**config.mk**
```make
export PLATFORM = sky130hd
export DESIGN_NAME = pipe_control_unit
export DESIGN_NICKNAME = d
export VERILOG_FILES = /design/src/rtl/pipe_control_unit.sv
export SDC_FILE = /design/constraint.sdc
export NUM_CORES = 1
export LEC_CHECK = 0
export ABC_CLOCK_PERIOD_IN_PS = 1200
export CORE_ASPECT_RATIO = 0.5
export CORE_MARGIN = 1
export CORE_UTILIZATION = 28
export CTS_BUF_LIST = sky130_fd_sc_hd__clkbuf_16
export CTS_CLUSTER_DIAMETER = 150
export DETAILED_ROUTE_END_ITERATION = 10
export HOLD_SLACK_MARGIN = 0.02
export PLACE_DENSITY = 0.69
export SLEW_MARGIN = 20
export SYNTH_ARGS = -nofsm -noshare
export SYNTH_HDL_FRONTEND = slang
export SYNTH_SLANG_ARGS = --single-unit
```
**constraint.sdc**
```tcl
create_clock -name clk -period 1.2 [get_ports clk]
set_clock_uncertainty 0.15 [all_clocks]
set_input_delay 0.24 -clock clk [delete_from_list [all_inputs] [get_ports clk]]
set_output_delay 0.24 -clock clk [all_outputs]
set_load 0.05 [all_outputs]
```
**src/rtl/pipe_control_unit.sv**
```systemverilog
// Pipeline control unit: opcode decode, ID->EX->MEM->WB control shifting, load-use stall and IF/ID flush.
// Define PIPE_CTRL_HAZARD_EN to enable load-use stall detection and the stall counter.
module pipe_control_unit #(
  parameter int REG_W = 5,
  parameter int CNT_W = 16
) (
  input  logic             clk,
  input  logic             reset,
  input  logic [5:0]       opcode,
  input  logic [REG_W-1:0] id_rs,
  input  logic [REG_W-1:0] id_rt,
  input  logic [REG_W-1:0] id_wreg,
  input  logic             br_taken,
  output logic             stall,
  output logic             ifid_flush,
  output logic             ex_RegDst,
  output logic             ex_ALUSrc,
  output logic             ex_Branch_Beq,
  output logic             ex_Branch_Bne,
  output logic             ex_jump,
  output logic [1:0]       ex_ALUOp,
  output logic             mem_MemRead,
  output logic             mem_MemWrite,
  output logic             wb_MemtoReg,
  output logic             wb_RegWrite,
  output logic [REG_W-1:0] wb_wreg,
  output logic [CNT_W-1:0] stall_count
);

  localparam logic [5:0] OP_R    = 6'b000000;
  localparam logic [5:0] OP_ADDI = 6'b001000;
  localparam logic [5:0] OP_LW   = 6'b100011;
  localparam logic [5:0] OP_SW   = 6'b101011;
  localparam logic [5:0] OP_ANDI = 6'b001100;
  localparam logic [5:0] OP_BEQ  = 6'b000100;
  localparam logic [5:0] OP_BNE  = 6'b000101;
  localparam logic [5:0] OP_J    = 6'b000010;

  typedef struct packed {
    logic       reg_dst;
    logic       alu_src;
    logic       beq;
    logic       bne;
    logic       jump;
    logic [1:0] alu_op;
    logic       mem_read;
    logic       mem_write;
    logic       mem_to_reg;
    logic       reg_write;
  } ctrl_t;

  ctrl_t            dec;
  logic             dec_known;
  ctrl_t            idex_d, idex_q;
  logic [REG_W-1:0] idex_wreg_d, idex_wreg_q;
  logic             exmem_mem_read_q, exmem_mem_write_q, exmem_mem_to_reg_q, exmem_reg_write_q;
  logic [REG_W-1:0] exmem_wreg_q;
  logic             memwb_mem_to_reg_q, memwb_reg_write_q;
  logic [REG_W-1:0] memwb_wreg_q;

  always_comb begin
    dec       = '0;
    dec_known = 1'b1;
    case (opcode)
      OP_R:    begin dec.reg_dst = 1'b1; dec.reg_write = 1'b1; dec.alu_op = 2'b10; end
      OP_ADDI: begin dec.alu_src = 1'b1; dec.reg_write = 1'b1; dec.alu_op = 2'b00; end
      OP_LW:   begin
        dec.alu_src    = 1'b1;
        dec.mem_read   = 1'b1;
        dec.mem_to_reg = 1'b1;
        dec.reg_write  = 1'b1;
        dec.alu_op     = 2'b00;
      end
      OP_SW:   begin dec.alu_src = 1'b1; dec.mem_write = 1'b1; dec.alu_op = 2'b00; end
      OP_ANDI: begin dec.alu_src = 1'b1; dec.reg_write = 1'b1; dec.alu_op = 2'b11; end
      OP_BEQ:  begin dec.beq = 1'b1; dec.alu_op = 2'b01; end
      OP_BNE:  begin dec.bne = 1'b1; dec.alu_op = 2'b01; end
      OP_J:    begin dec.jump = 1'b1; end
      default: dec_known = 1'b0;
    endcase
  end

`ifdef PIPE_CTRL_HAZARD_EN
  logic uses_rt;
  logic hazard;
  logic [CNT_W-1:0] stall_count_q;

  // rt is only a true source operand for R-type, sw and the branches.
  assign uses_rt = (opcode == OP_R) || (opcode == OP_SW) ||
                   (opcode == OP_BEQ) || (opcode == OP_BNE);
  assign hazard  = idex_q.mem_read && (idex_wreg_q != '0) &&
                   ((idex_wreg_q == id_rs) || ((idex_wreg_q == id_rt) && uses_rt));
  assign stall   = hazard && !br_taken && !reset;

  always_ff @(posedge clk or posedge reset) begin
    if (reset)
      stall_count_q <= '0;
    else if (stall && (stall_count_q != '1))
      stall_count_q <= stall_count_q + 1'b1;
  end
  assign stall_count = stall_count_q;
`else
  logic hazard_unused;
  assign hazard_unused = ^{id_rs, id_rt};
  assign stall         = 1'b0;
  assign stall_count   = '0;
`endif

  assign ifid_flush = !reset && (br_taken || ((opcode == OP_J) && !stall));

  // Unknown opcodes become a full bubble, destination index included.
  always_comb begin
    idex_d      = dec;
    idex_wreg_d = dec_known ? id_wreg : '0;
    if (br_taken || stall) begin
      idex_d      = '0;
      idex_wreg_d = '0;
    end
  end

  always_ff @(posedge clk or posedge reset) begin
    if (reset) begin
      idex_q             <= '0;
      idex_wreg_q        <= '0;
      exmem_mem_read_q   <= 1'b0;
      exmem_mem_write_q  <= 1'b0;
      exmem_mem_to_reg_q <= 1'b0;
      exmem_reg_write_q  <= 1'b0;
      exmem_wreg_q       <= '0;
      memwb_mem_to_reg_q <= 1'b0;
      memwb_reg_write_q  <= 1'b0;
      memwb_wreg_q       <= '0;
    end else begin
      idex_q             <= idex_d;
      idex_wreg_q        <= idex_wreg_d;
      exmem_mem_read_q   <= idex_q.mem_read;
      exmem_mem_write_q  <= idex_q.mem_write;
      exmem_mem_to_reg_q <= idex_q.mem_to_reg;
      exmem_reg_write_q  <= idex_q.reg_write;
      exmem_wreg_q       <= idex_wreg_q;
      memwb_mem_to_reg_q <= exmem_mem_to_reg_q;
      memwb_reg_write_q  <= exmem_reg_write_q;
      memwb_wreg_q       <= exmem_wreg_q;
    end
  end

  assign ex_RegDst     = idex_q.reg_dst;
  assign ex_ALUSrc     = idex_q.alu_src;
  assign ex_Branch_Beq = idex_q.beq;
  assign ex_Branch_Bne = idex_q.bne;
  assign ex_jump       = idex_q.jump;
  assign ex_ALUOp      = idex_q.alu_op;
  assign mem_MemRead   = exmem_mem_read_q;
  assign mem_MemWrite  = exmem_mem_write_q;
  assign wb_MemtoReg   = memwb_mem_to_reg_q;
  assign wb_RegWrite   = memwb_reg_write_q;
  assign wb_wreg       = memwb_wreg_q;

endmodule

```
==> results of run 1 <==
==> Yosys cell counts, drive strengths merged <==
cell type | count | area share [%]
dfrtp | 30 | 65
buf | 20 | 13
nand2 | 9 | 2.9
nor2 | 9 | 3.6
a21oi | 3 | 1.3
inv | 3 | 0.98
nand3 | 3 | 1.3
nor3 | 3 | 1.3
nor4 | 3 | 1.6
a2111oi | 1 | 0.76
and3 | 1 | 0.55
clkbuf | 1 | 0.44
conb | 1 | 0.33
mux2 | 1 | 1.3
nand4b | 1 | 0.76
o21ai | 1 | 0.44
o311a | 1 | 1.9
or2 | 1 | 0.55
or2b | 1 | 0.65
or3 | 1 | 0.98
==> logic make-up after synthesis <==
kind of cell,synth area share (%)
AO/OA/AOI/OAI,4.36
flip-flops,65.4
buffers and inverters,14.3
multiplexers,1.31
other,0.327
AND/OR/NAND/NOR,14.3
==> worst max-delay path by stage <==
stage	endpoint	cells after the start	slack, ns
after global placement	ifid_flush	5	-0.61
after floorplan	ifid_flush	4	-0.27
final	ifid_flush	5	-0.31
after detailed placement	ifid_flush	5	-0.78
after global routing	ifid_flush	5	-0.37
after CTS	ifid_flush	5	-0.32
==> timing repair <==
action                     4_1_cts  5_1_grt
gates resized for setup         35        6
setup buffers                    2        1
pin swaps                        6        4
setup endpoints to repair       32       24
==> area by class of cell <==
type | count | share of cell area [%]
Multi-Input combinational cell | 56 | 18.2
Tap cell | 54 | 3.51
Timing Repair Buffer | 45 | 30.1
Clock buffer | 5 | 6.49
Sequential cell | 30 | 39.0
Clock inverter | 3 | 2.08
Inverter | 3 | 0.584
==> state kept, by name, summed over array words and instances, names as in the netlist, 2 cells and up <==
name          cells
idex_wreg_q       5
idex_q            3
exmem_wreg_q      5
wb_wreg           5
ex_ALUOp          2
==> critical path, delay by kind of cell <==
kind | cells | cell delay [ns]
compound gates | 1 | 0.17
buf+inv | 2 | 0.25
simple gates | 2 | 0.45
==> power breakdown <==
group,total (mW),switching (mW),internal (mW)
combinational,0.374,0.250,0.124
clock,1.36,0.390,0.967
sequential,1.04,0.00808,1.03
total,2.77,0.648,2.12
==> metal layers <==
metal  wire, um  track usage (%)  vias up
li1           -                -      363
met1        897             12.1      398
met2       1190             17.9       42
met3        123             3.72        8
met4         65             5.63        0
met5          0                0        -
==> results, run 1 <==
- The number of non-filler instances in the completed layout is 196.
- The core region area is 3900 um^2.
- Across every metal layer, demand over resource in global routing totals 10.4%.
- The effective utilization at floorplan is 29.4%.
- The count of placed standard cells including taps is 185.
- The worst setup margin is -0.311 ns.
- For the final routed database, the setup TNS stands at -0.354 ns.
- The smallest hold slack is 0.191 ns.
- After layout, the minimum clock period comes to 1.51 ns.
- The die is 47.3 um tall.
- The arrival time at the worst endpoint is 1.12 ns.
- The cell count of the worst hold path is 3.
- The clock sink total is 30.
- The element type at the critical path start is a primary input.
- Fill cells in the final layout number 324.
- The congestion estimate from routability-driven global placement came to 0.833.
- The stage delay of the slowest cell on the critical path is 0.30 ns.
- For this run, the detailed router's first-pass iteration total came to 4.
- In the final layout, the multi-input gates occupy 352 um^2.
- The flow ran to the end, but the final reports show violations.
- The total number of vias is 811.
- The number of cells on the worst reg-to-reg path is 0.
- Entering global routing, the biggest net connects 31 pins.
- The max capacitance violation total is 0.
- The count of cell types in the netlist is 22.
- Overall power consumption after layout is estimated at 2.77 mW.
- CTS built an H-tree with a depth of 2.
- The number of pins exceeding their max-slew limit in the final report is 0.
- The total setup violations reported at the end of the flow is 6.
- The wire length of the first global-routing pass is 3310 um.
- The clock-pin slew reported for the worst setup and hold paths after clock tree synthesis is 0.05 ns.
- The top cell types in the final layout, fill and taps aside, are dfrtp_1 (30), buf_12 (18), conb_1 (17).
- Summed over all cells, the static leakage comes to 0.913 nW.
- The count of endpoints failing hold in the final timing report is 0.
- Dividing the detail-routed wire length by the instance count gives 11.6 um.
- In this run the mean area of a mapped cell was 12.2 um^2.
- Counting the buffers created by CTS gives 5.
- The TritonCTS clock tree is done.
- The hold buffer count at CTS is 0.
- The worst min-delay path endpoint is ex_RegDst$_DFF_PP0_.
- The total of buffers placed on input and output ports is 30.
- STA classifies the critical path endpoint as an output pin.
- Summing all flip-flop and latch instances after layout gives 751 um^2.
- The via count of the first global-routing pass is 709.
- Cells with a size suffix above 1 make up 42.3% of the layout.
- The final reports fail on setup timing.
- The number of register bits inferred by synthesis is 30.
- Once detail routing completed, the nets flagged for antenna violations numbered 0.
- Across all register-to-register paths, the minimum setup slack is 0.52 ns.
- The floorplan step defined a die boundary enclosing 4370 um^2.
- In the synthesized netlist, the number of instances is 94.
- The repair_antennas step left the layout with diodes totalling 0.
- At the end of the flow the core is filled with cells to 49.4%.
- The floorplan has 16 rows.
- The number of top-level pins is 58.
- After the last flow step, the layout net total stands at 165.
- Of all nets on the critical path, the largest fanout is 2.
- The data required time at the worst endpoint is 0.81 ns.
- Before CTS, the worst setup slack after placement is -0.776 ns.
- The startpoint identified for the worst hold timing path is opcode[3].
- The sequential cell area fraction in the yosys report is 65.4%.
- Dividing total power by cell area gives a power density of 1440 nW/um^2.
- The post-route standard cell area excluding fillers is 1930 um^2.
- The total half-perimeter wirelength after legalization and detailed placement is 1520 um.
- The clock root buffer is clkbuf_16.
- The width of the chip is 92.5 um.
- The critical path's slowest cell is nor4_4.
- The achievable clock frequency is 662 MHz.
- Setup repair after global routing could not meet its margin everywhere.
- The worst path uses 126% of the clock period.
- The number of warnings reported in the yosys synthesis log is 0.
- After detailed routing, the total wire length is 2280 um.
- In this run, the number of DRC markers left after iteration 0 of detailed routing was 41.
- In the routed design, unresolved DRC markers number 0.
- The synthesized area is 1150 um^2.
- The placed instances occupy a cell area of 1710 um^2.
- The terminus of the critical flop-to-flop path is wb_MemtoReg$_DFF_PP0_.
- The detailed-route vias per instance is 4.14.
- The most common cell after layout, fill and taps aside is dfrtp_1.
- The worst hold path belongs to the class in2reg.
- The number of antenna violations at the first check in global routing is 0.
- The remaining global-route overflow is 0.
- The startpoint of the most critical register-to-register path is exmem_mem_to_reg_q$_DFF_PP0_.
- The maximum buffer depth of the clock tree is 2.
- The growth of design area from synthesis to finish is 67.9%.
- The latest clock arrival within the worst-skew pair is 0.27 ns.
- The critical path is of the in2out type.
- The beginning of the critical path is opcode[4].
- The worst-case IR drop observed on VDD is 0.554 mV.
- The critical path goes through buf_6 -> nor4_4 -> nand3_2 -> a21oi_4 -> buf_12.
Power figures use the tool's default switching activity.
==> inputs of run 2 (changes only) <==
--- a/config.mk
+++ b/config.mk
@@ -6,14 +6,16 @@
 export NUM_CORES = 1
 export LEC_CHECK = 0
 export ABC_CLOCK_PERIOD_IN_PS = 1200
+export CELL_PAD_IN_SITES_DETAIL_PLACEMENT = 1
+export CELL_PAD_IN_SITES_GLOBAL_PLACEMENT = 2
 export CORE_ASPECT_RATIO = 0.5
 export CORE_MARGIN = 1
-export CORE_UTILIZATION = 28
+export CORE_UTILIZATION = 21
 export CTS_BUF_LIST = sky130_fd_sc_hd__clkbuf_16
 export CTS_CLUSTER_DIAMETER = 150
 export DETAILED_ROUTE_END_ITERATION = 10
 export HOLD_SLACK_MARGIN = 0.02
-export PLACE_DENSITY = 0.69
+export PLACE_DENSITY = 0.81
 export SLEW_MARGIN = 20
 export SYNTH_ARGS = -nofsm -noshare
 export SYNTH_HDL_FRONTEND = slang
==> run 2 against run 1 <==
  * The flow still finishes with violations (setup timing)
  * Critical path depth unchanged
  * Via count fell by 0.74%
  * First-iteration DRC count is 24% lower
  * Core utilization fell by 10 points
  * Total power is 9.3% higher
  * Sequential share of layout area decreased by 1.0 points
  * Die area is 32% higher
  * Global-route usage rose by 0.86 points
  * Sequential power about the same
  * Routed wire length grew 27%
  * Highest routed layer unchanged
==> results, run 2 (same netlist as run 1, synthesis figures left out) <==
- The setup slack of the worst register-to-register path was 0.27 ns (-0.25 ns).
- The achievable clock frequency came to 690 MHz (+4.2%).
- The total number of vias was 805 (-0.74%).
- The total half-perimeter wirelength after legalization and detailed placement is 1750 um (+15%).
- The run finished, with violations left.
- The final weighted congestion of routability-driven global placement was 0.764 (-8.3%).
- Setup repair after global routing could not meet its margin everywhere.
- The worst setup margin came to -0.250 ns (+0.0610 ns).
- The switching power share of the total is 22.8% (-0.59 points).
- The clock sink total is 30 (unchanged).
- The final critical path time including I/O delays and setup is 1.45 ns (-0.0610 ns).
- The internal power was 2.34 mW (+10%).
- The stage delay of the slowest cell on the critical path was 0.26 ns (-0.04 ns).
- The chip height is 54.3 um (+15%).
- The post-route standard cell area excluding fillers is 1980 um^2 (+2.7%).
- TritonCTS built the clock tree.
- The width of the chip is 107 um (+15%).
- The multi-input combinational cell area is 345 um^2 (-1.8%).
- The core region area is 5090 um^2 (+30%).
- The effective utilization at floorplan is 22.5% (-6.8 points).
- The worst slack at placement is -0.664 ns (+0.112 ns).
- The final reports fail on setup timing.
- The average wire length per cell after detail routing was 13.6 um (+17%).
- The switching component of the power is 690 uW (+6.5%).
- The remaining global-route overflow is 0 (unchanged).
- The wire length of the first global-routing pass is 4560 um (+38%).
- The number of top-level pins is 58 (unchanged).
- The max capacitance violation total is 0 (unchanged).
- The global-route usage over all layers came to 11.3% (+0.86 points).
- The count of routing violations after the opening detailed-route iteration is 31 (-24%).
- The number of buffers and inverters on the critical path is 2 (unchanged).
- The final core utilization is 38.9% (-10 points).
- Walking the worst path, the cells encountered are buf_8 -> nor4_4 -> nand3_2 -> a21oi_4 -> buf_12.
- The count of placed standard cells including taps is 201 (+8.6%).
- Leaving out fill and tap cells, the most frequent cells in the layout are dfrtp_1 (30), buf_12 (18), conb_1 (17).
- The detailed-route DRC error count is 0 (unchanged).
- The area growth from synthesis to layout is 72.5%.
- The final cycle utilization of the critical path is 121% (-5.1 points).
- The library cell used most frequently in the layout, excluding fill and tap cells, is dfrtp_1.
- The worst setup path is captured at an output pin.
- The via count of the first global-routing pass came to 850 (+20%).
- The data required time at the worst endpoint is 0.81 ns (about the same).
- The static leakage was 0.929 nW (+1.7%).
- The number of non-filler instances in the completed layout is 213 (+8.7%).
- The latest clock arrival within the worst-skew pair is 0.27 ns (about the same).
- The total setup violations reported at the end of the flow is 17 (+11).
- The power per cell area is 1530 nW/um^2 (+6.4%).
- The element type at the critical path start is a primary input.
- The register area is 751 um^2 (unchanged).
- The critical path's slowest cell is nor4_4.
- The relative contribution of the clock network to total power was 53.1% (+4.1 points).
- The arrival time at the worst endpoint is 1.06 ns (-0.06 ns).
- The total wire length after detailed routing is 2900 um (+27%).
- The maximum number of pins on one net before global-route repair is 31 (unchanged).
- The total of fill cells in the finished design was 553 (+71%).
- The largest fanout on the critical path is 2 (unchanged).
- The hold buffer count at CTS is 0 (unchanged).
- The tightest min-delay check is of the in2reg type.
- The detailed-route vias per instance is 3.78 (-8.7%).
- The area after detailed placement is 1730 um^2 (+1.2%).
- The number of antenna violations at the first check in global routing is 0 (unchanged).
- The fraction of layout instances using a drive strength above 1 is 42.0% (-0.30 points).
- The total of buffers placed on input and output ports is 30 (unchanged).
- The clock root buffer is clkbuf_16.
- The register share of total power is 34.3% (-3.2 points).
- The count of endpoints failing hold in the final timing report is 0 (unchanged).
- The depth of the CTS H-tree is 2 (unchanged).
- The critical path is of the in2out type.
- The remaining antenna violation count came to 0 (unchanged).
- The number of pins exceeding their max-slew limit in the final report came to 0 (unchanged).
- The cell type group with the largest total delay on the critical path is simple AND/OR/NAND/NOR gates.
- The die area is 5780 um^2 (+32%).
- The power share of the combinational group came to 12.6% (-0.9 points).
- The final net count is 166 (+0.61%).
- The diode insertion count for antenna repair came to 0 (unchanged).
- The maximum buffer depth of the clock tree came to 2 (unchanged).
- The number of buffers created by CTS was 5 (unchanged).
- The clock-pin slew reported for the worst setup and hold paths after clock tree synthesis is 0.05 ns (about the same).
- The maximum resistive drop on vdd is 0.604 mV (+8.9%).
- The count of TritonRoute iterations in the first routing pass is 4 (unchanged).
- The number of placement rows came to 18 (+2).
run 2: area by class of cell:
class,count,area share [%]
Clock buffer,5,6.32
Clock inverter,3,3.22
Inverter,3,0.569
Multi-Input combinational cell,56,17.4
Sequential cell,30,37.9
Tap cell,70,4.42
Timing Repair Buffer,46,30.1
run 2: power by group through the flow:
stage	sequential (mW)	clock, mW	combinational, mW
6_report	1.04	1.61	0.381
5_1_grt	1.04	1.67	0.403
4_1_cts	1.04	1.63	0.377
3_5_place_dp	1.05	0	0.363
3_3_place_gp	1.05	0	0.356
2_1_floorplan	1.07	0	0.244
run 2: repair_timing:
item | CTS | global route
setup buffers | 3 | 1
gates resized for setup | 36 | 4
endpoints found under the setup margin | 32 | 24
pin swaps | 9 | 4
run 2: worst paths after layout:
| check | startpoint | to | depth (start not counted) |
|---|---|---|---|
| worst min-delay path | opcode[1] | ex_ALUOp[0]$_DFF_PP0_ | 2 |
| worst max register to register | exmem_mem_to_reg_q$_DFF_PP0_ | wb_MemtoReg$_DFF_PP0_ | 2 |
| min in group asynchronous | reset | ex_jump$_DFF_PP0_ | 3 |
| max in group asynchronous | reset | ex_RegDst$_DFF_PP0_ | 3 |
| worst max-delay path | opcode[4] | ifid_flush | 5 |
| worst min register to register | idex_wreg_q[1]$_DFF_PP0_ | exmem_wreg_q[1]$_DFF_PP0_ | 0 |
run 2: through the flow:
stage	hold slack, ns	total power, mW	setup TNS [ns]
4_1_cts	0.108	3.05	-0.601
2_1_floorplan	0.156	1.32	-0.269
3_5_place_dp	0.186	1.42	-8.33
5_1_grt	0.118	3.12	-0.826
6_report	0.0949	3.03	-0.470
3_3_place_gp	0.182	1.41	-7.81
run 2: worst reg2reg max path: cells and delay by family, from the launching register on:
kind                   cells  cell delay (ns)
flip-flops                 1             0.41
buffers and inverters      2             0.27
run 2: metal layers:
metal | track usage, % | up-vias | share of wire [%]
met3 | 3.81 | 4 | 5.0
met4 | 6.16 | 0 | 1.8
li1 | - | 363 | -
met2 | 21.1 | 28 | 56
met1 | 11.8 | 410 | 37
met5 | 0 | - | 0
==> inputs of run 3 (changes only) <==
==> constraint.sdc (replaced) <==
create_clock -name clk -period 1.2 [get_ports clk]
set_clock_uncertainty 0.15 [all_clocks]
set_input_delay 0.18 -clock clk [delete_from_list [all_inputs] [get_ports clk]]
set_output_delay 0.18 -clock clk [all_outputs]
set_load 0.05 [all_outputs]
==> run 3 against run 2 <==
  * The run still ends with setup timing left
  * Design area decreased by 1.1%
  * Critical path depth unchanged
  * Sequential cell count unchanged
  * Final cell count decreased by 0.47%
  * Worst setup slack improved by 0.12 ns
  * Largest cell class unchanged
  * Highest routed layer unchanged
==> results, run 3 (same netlist as run 1, synthesis figures left out) <==
- The run finished, with violations left.
- The checks that failed: setup timing.
- The wire length of the first global-routing pass is 4280 um (-6.1%).
- The die area is 5780 um^2 (unchanged).
- The number of antenna violations at the first check in global routing is 0 (unchanged).
- The detailed-route DRC error count came to 0 (unchanged).
- The via count of the first global-routing pass is 851 (+0.12%).
- The startpoint of the most critical register-to-register path is exmem_mem_to_reg_q$_DFF_PP0_.
- The total number of vias is 790 (-1.9%).
- The achievable clock frequency was 750 MHz (+8.7%).
- The max capacitance violation total is 0 (unchanged).
- The depth of the CTS H-tree came to 2 (unchanged).
- The effective utilization at floorplan is 22.5% (unchanged).
- The total half-perimeter wirelength after legalization and detailed placement is 1800 um (+3.1%).
- Leaving out fill and tap cells, the most frequent cells in the layout are dfrtp_1 (30), buf_12 (18), conb_1 (17).
- The cell count of the worst hold path is 3 (+1).
- The core region area is 5090 um^2 (unchanged).
- The worst setup margin is -0.133 ns (+0.116 ns).
- The total wire length after detailed routing is 2800 um (-3.2%).
- The width of the chip is 107 um (unchanged).
- The maximum buffer depth of the clock tree was 2 (unchanged).
- The total power came to 3.03 mW (about the same).
- The TritonCTS clock tree is done.
- The area after detailed placement came to 1740 um^2 (+0.43%).
- STA classifies the critical path endpoint as an output pin.
- Setup repair after global routing could not meet its margin everywhere.
- The number of buffers created by CTS is 5 (unchanged).
- The diode insertion count for antenna repair came to 0 (unchanged).
- The data required time at the worst endpoint is 0.87 ns (+0.06 ns).
- The fraction of layout instances using a drive strength above 1 is 38.0% (-3.9 points).
- The power per cell area is 1550 nW/um^2 (+1.1%).
- The length in cells of the worst reg-to-reg path was 0 (-2).
- The growth of design area from synthesis to finish is 70.7%.
- The maximum number of pins on one net before global-route repair is 31 (unchanged).
- The remaining global-route overflow is 0 (unchanged).
- The global-route usage over all layers is 10.8% (-0.46 points).
- The final critical path time including I/O delays and setup is 1.33 ns (-0.116 ns).
- The slowest stage of the critical path belongs to the cell nor4_4.
- The remaining antenna violation count is 0 (unchanged).
- The count of TritonRoute iterations in the first routing pass is 6 (+2).
- The category of the most critical setup path is in2out.
- The worst min-delay path endpoint is ex_ALUOp[0]$_DFF_PP0_.
- The average wire length per cell after detail routing is 13.2 um (-2.8%).
- The path class of the tightest hold or removal check is in2reg.
- The number of placement rows is 18 (unchanged).
- The hold buffer count at CTS is 0 (unchanged).
- The source of the worst hold timing path is opcode[0].
- The static leakage is 0.923 nW (-0.57%).
- The smallest hold slack is 0.112 ns (+0.0167 ns).
- The final weighted congestion of routability-driven global placement came to 0.769 (+0.65%).
- The count of routing violations after the opening detailed-route iteration is 11 (-65%).
- The final cycle utilization of the critical path is 111% (-9.7 points).
- The clock root buffer is clkbuf_16.
- The latest clock arrival within the worst-skew pair is 0.27 ns (about the same).
- The setup slack of the worst register-to-register path came to 0.52 ns (+0.25 ns).
- The final core utilization is 38.5% (-0.42 points).
- The final net count came to 165 (-0.60%).
- The total of buffers placed on input and output ports was 30 (unchanged).
- The maximum resistive drop on vdd is 0.657 mV (+8.9%).
- The arrival time at the worst endpoint is 1.00 ns (-0.06 ns).
- The critical path goes through buf_8 -> nor4_4 -> nand3_2 -> a21oi_4 -> buf_12.
- The post-route standard cell area excluding fillers was 1960 um^2 (-1.1%).
- The routing usage on met3 came to 4.76% (+0.95 points).
- The met1 track demand over resource in global routing is 10.3% (-1.5 points).
- The number of pins exceeding their max-slew limit in the final report is 0 (unchanged).
- The chip height is 54.3 um (unchanged).
- The stage delay of the slowest cell on the critical path is 0.27 ns (about the same).
- After global routing, the most crowded layer is met2.
- The count of endpoints failing hold in the final timing report was 0 (unchanged).
- In this run the critical register-to-register path is captured at wb_MemtoReg$_DFF_PP0_.
- The detailed-route vias per instance came to 3.73 (-1.4%).
- The clock-pin slew reported for the worst setup and hold paths after clock tree synthesis is 0.05 ns (about the same).
- The total setup violations reported at the end of the flow is 1 (-16).
- The largest fanout on the critical path is 2 (unchanged).
- The number of top-level pins came to 58 (unchanged).
- The element type at the critical path start is a primary input.
- The global-route track usage on met2 was 20.3% (-0.76 points).
- The total of fill cells in the finished design is 542 (-2.0%).
- Leaving out fill and tap cells, the most frequent cell in the layout is dfrtp_1.
- The clock sink total is 30 (unchanged).
-- run 3: repair_timing --
item,4_1_cts,5_1_grt
buffers inserted,1,1
pin swaps,3,2
endpoints found under the setup margin,15,7
resized for setup,26,3
-- run 3: report_power, final --
| part | switching [mW] | total [mW] | internal (mW) |
|---|---|---|---|
| Combinational | 0.246 | 0.370 | 0.124 |
| Sequential | 0.00916 | 1.04 | 1.03 |
| Clock | 0.439 | 1.62 | 1.18 |
| Total | 0.694 | 3.03 | 2.33 |
-- run 3: cell type report --
class / count / area (um^2) / share of cell area, %
well taps: 70 / 87.6 / 4.47
flip-flops and latches: 30 / 751 / 38.3
repair buffers: 45 / 591 / 30.2
multi-input cells: 56 / 329 / 16.8
inverters: 3 / 11.3 / 0.575
clock inverters: 3 / 63.8 / 3.26
clock buffers: 5 / 125 / 6.39
-- run 3: worst max-delay path by stage --
| stage | to | depth (start not counted) | from | slack (ns) |
|---|---|---|---|---|
| 2_1_floorplan | ifid_flush | 4 | opcode[5] | -0.15 |
| 3_3_place_gp | ifid_flush | 5 | opcode[0] | -0.56 |
| 3_5_place_dp | ex_RegDst$_DFF_PP0_ | 4 | opcode[5] | -0.59 |
| 4_1_cts | ifid_flush | 5 | opcode[0] | -0.16 |
| 5_1_grt | ifid_flush | 5 | opcode[0] | -0.21 |
| 6_report | ifid_flush | 5 | opcode[0] | -0.13 |
-- run 3: worst max-delay path: cells and delay by family --
kind	cells	cell delay, ns
AND/OR/NAND/NOR	2	0.41
AO/OA/AOI/OAI	1	0.16
buffers and inverters	2	0.25
-- run 3: routing by layer --
metal  wire (um)  share of wire [%]
met1        1020                 37
met2        1580                 56
met3         162                5.8
met4          40                1.4
met5           0                  0
-- run 3: through the flow --
stage / TNS, ns / setup slack, ns / instances
after global routing: -0.212 / -0.212 / 212
final: -0.133 / -0.133 / 212
after floorplan: -0.149 / -0.149 / 110
after detailed placement: -7.35 / -0.587 / 202
after global placement: -6.87 / -0.557 / 202
after CTS: -0.163 / -0.163 / 211
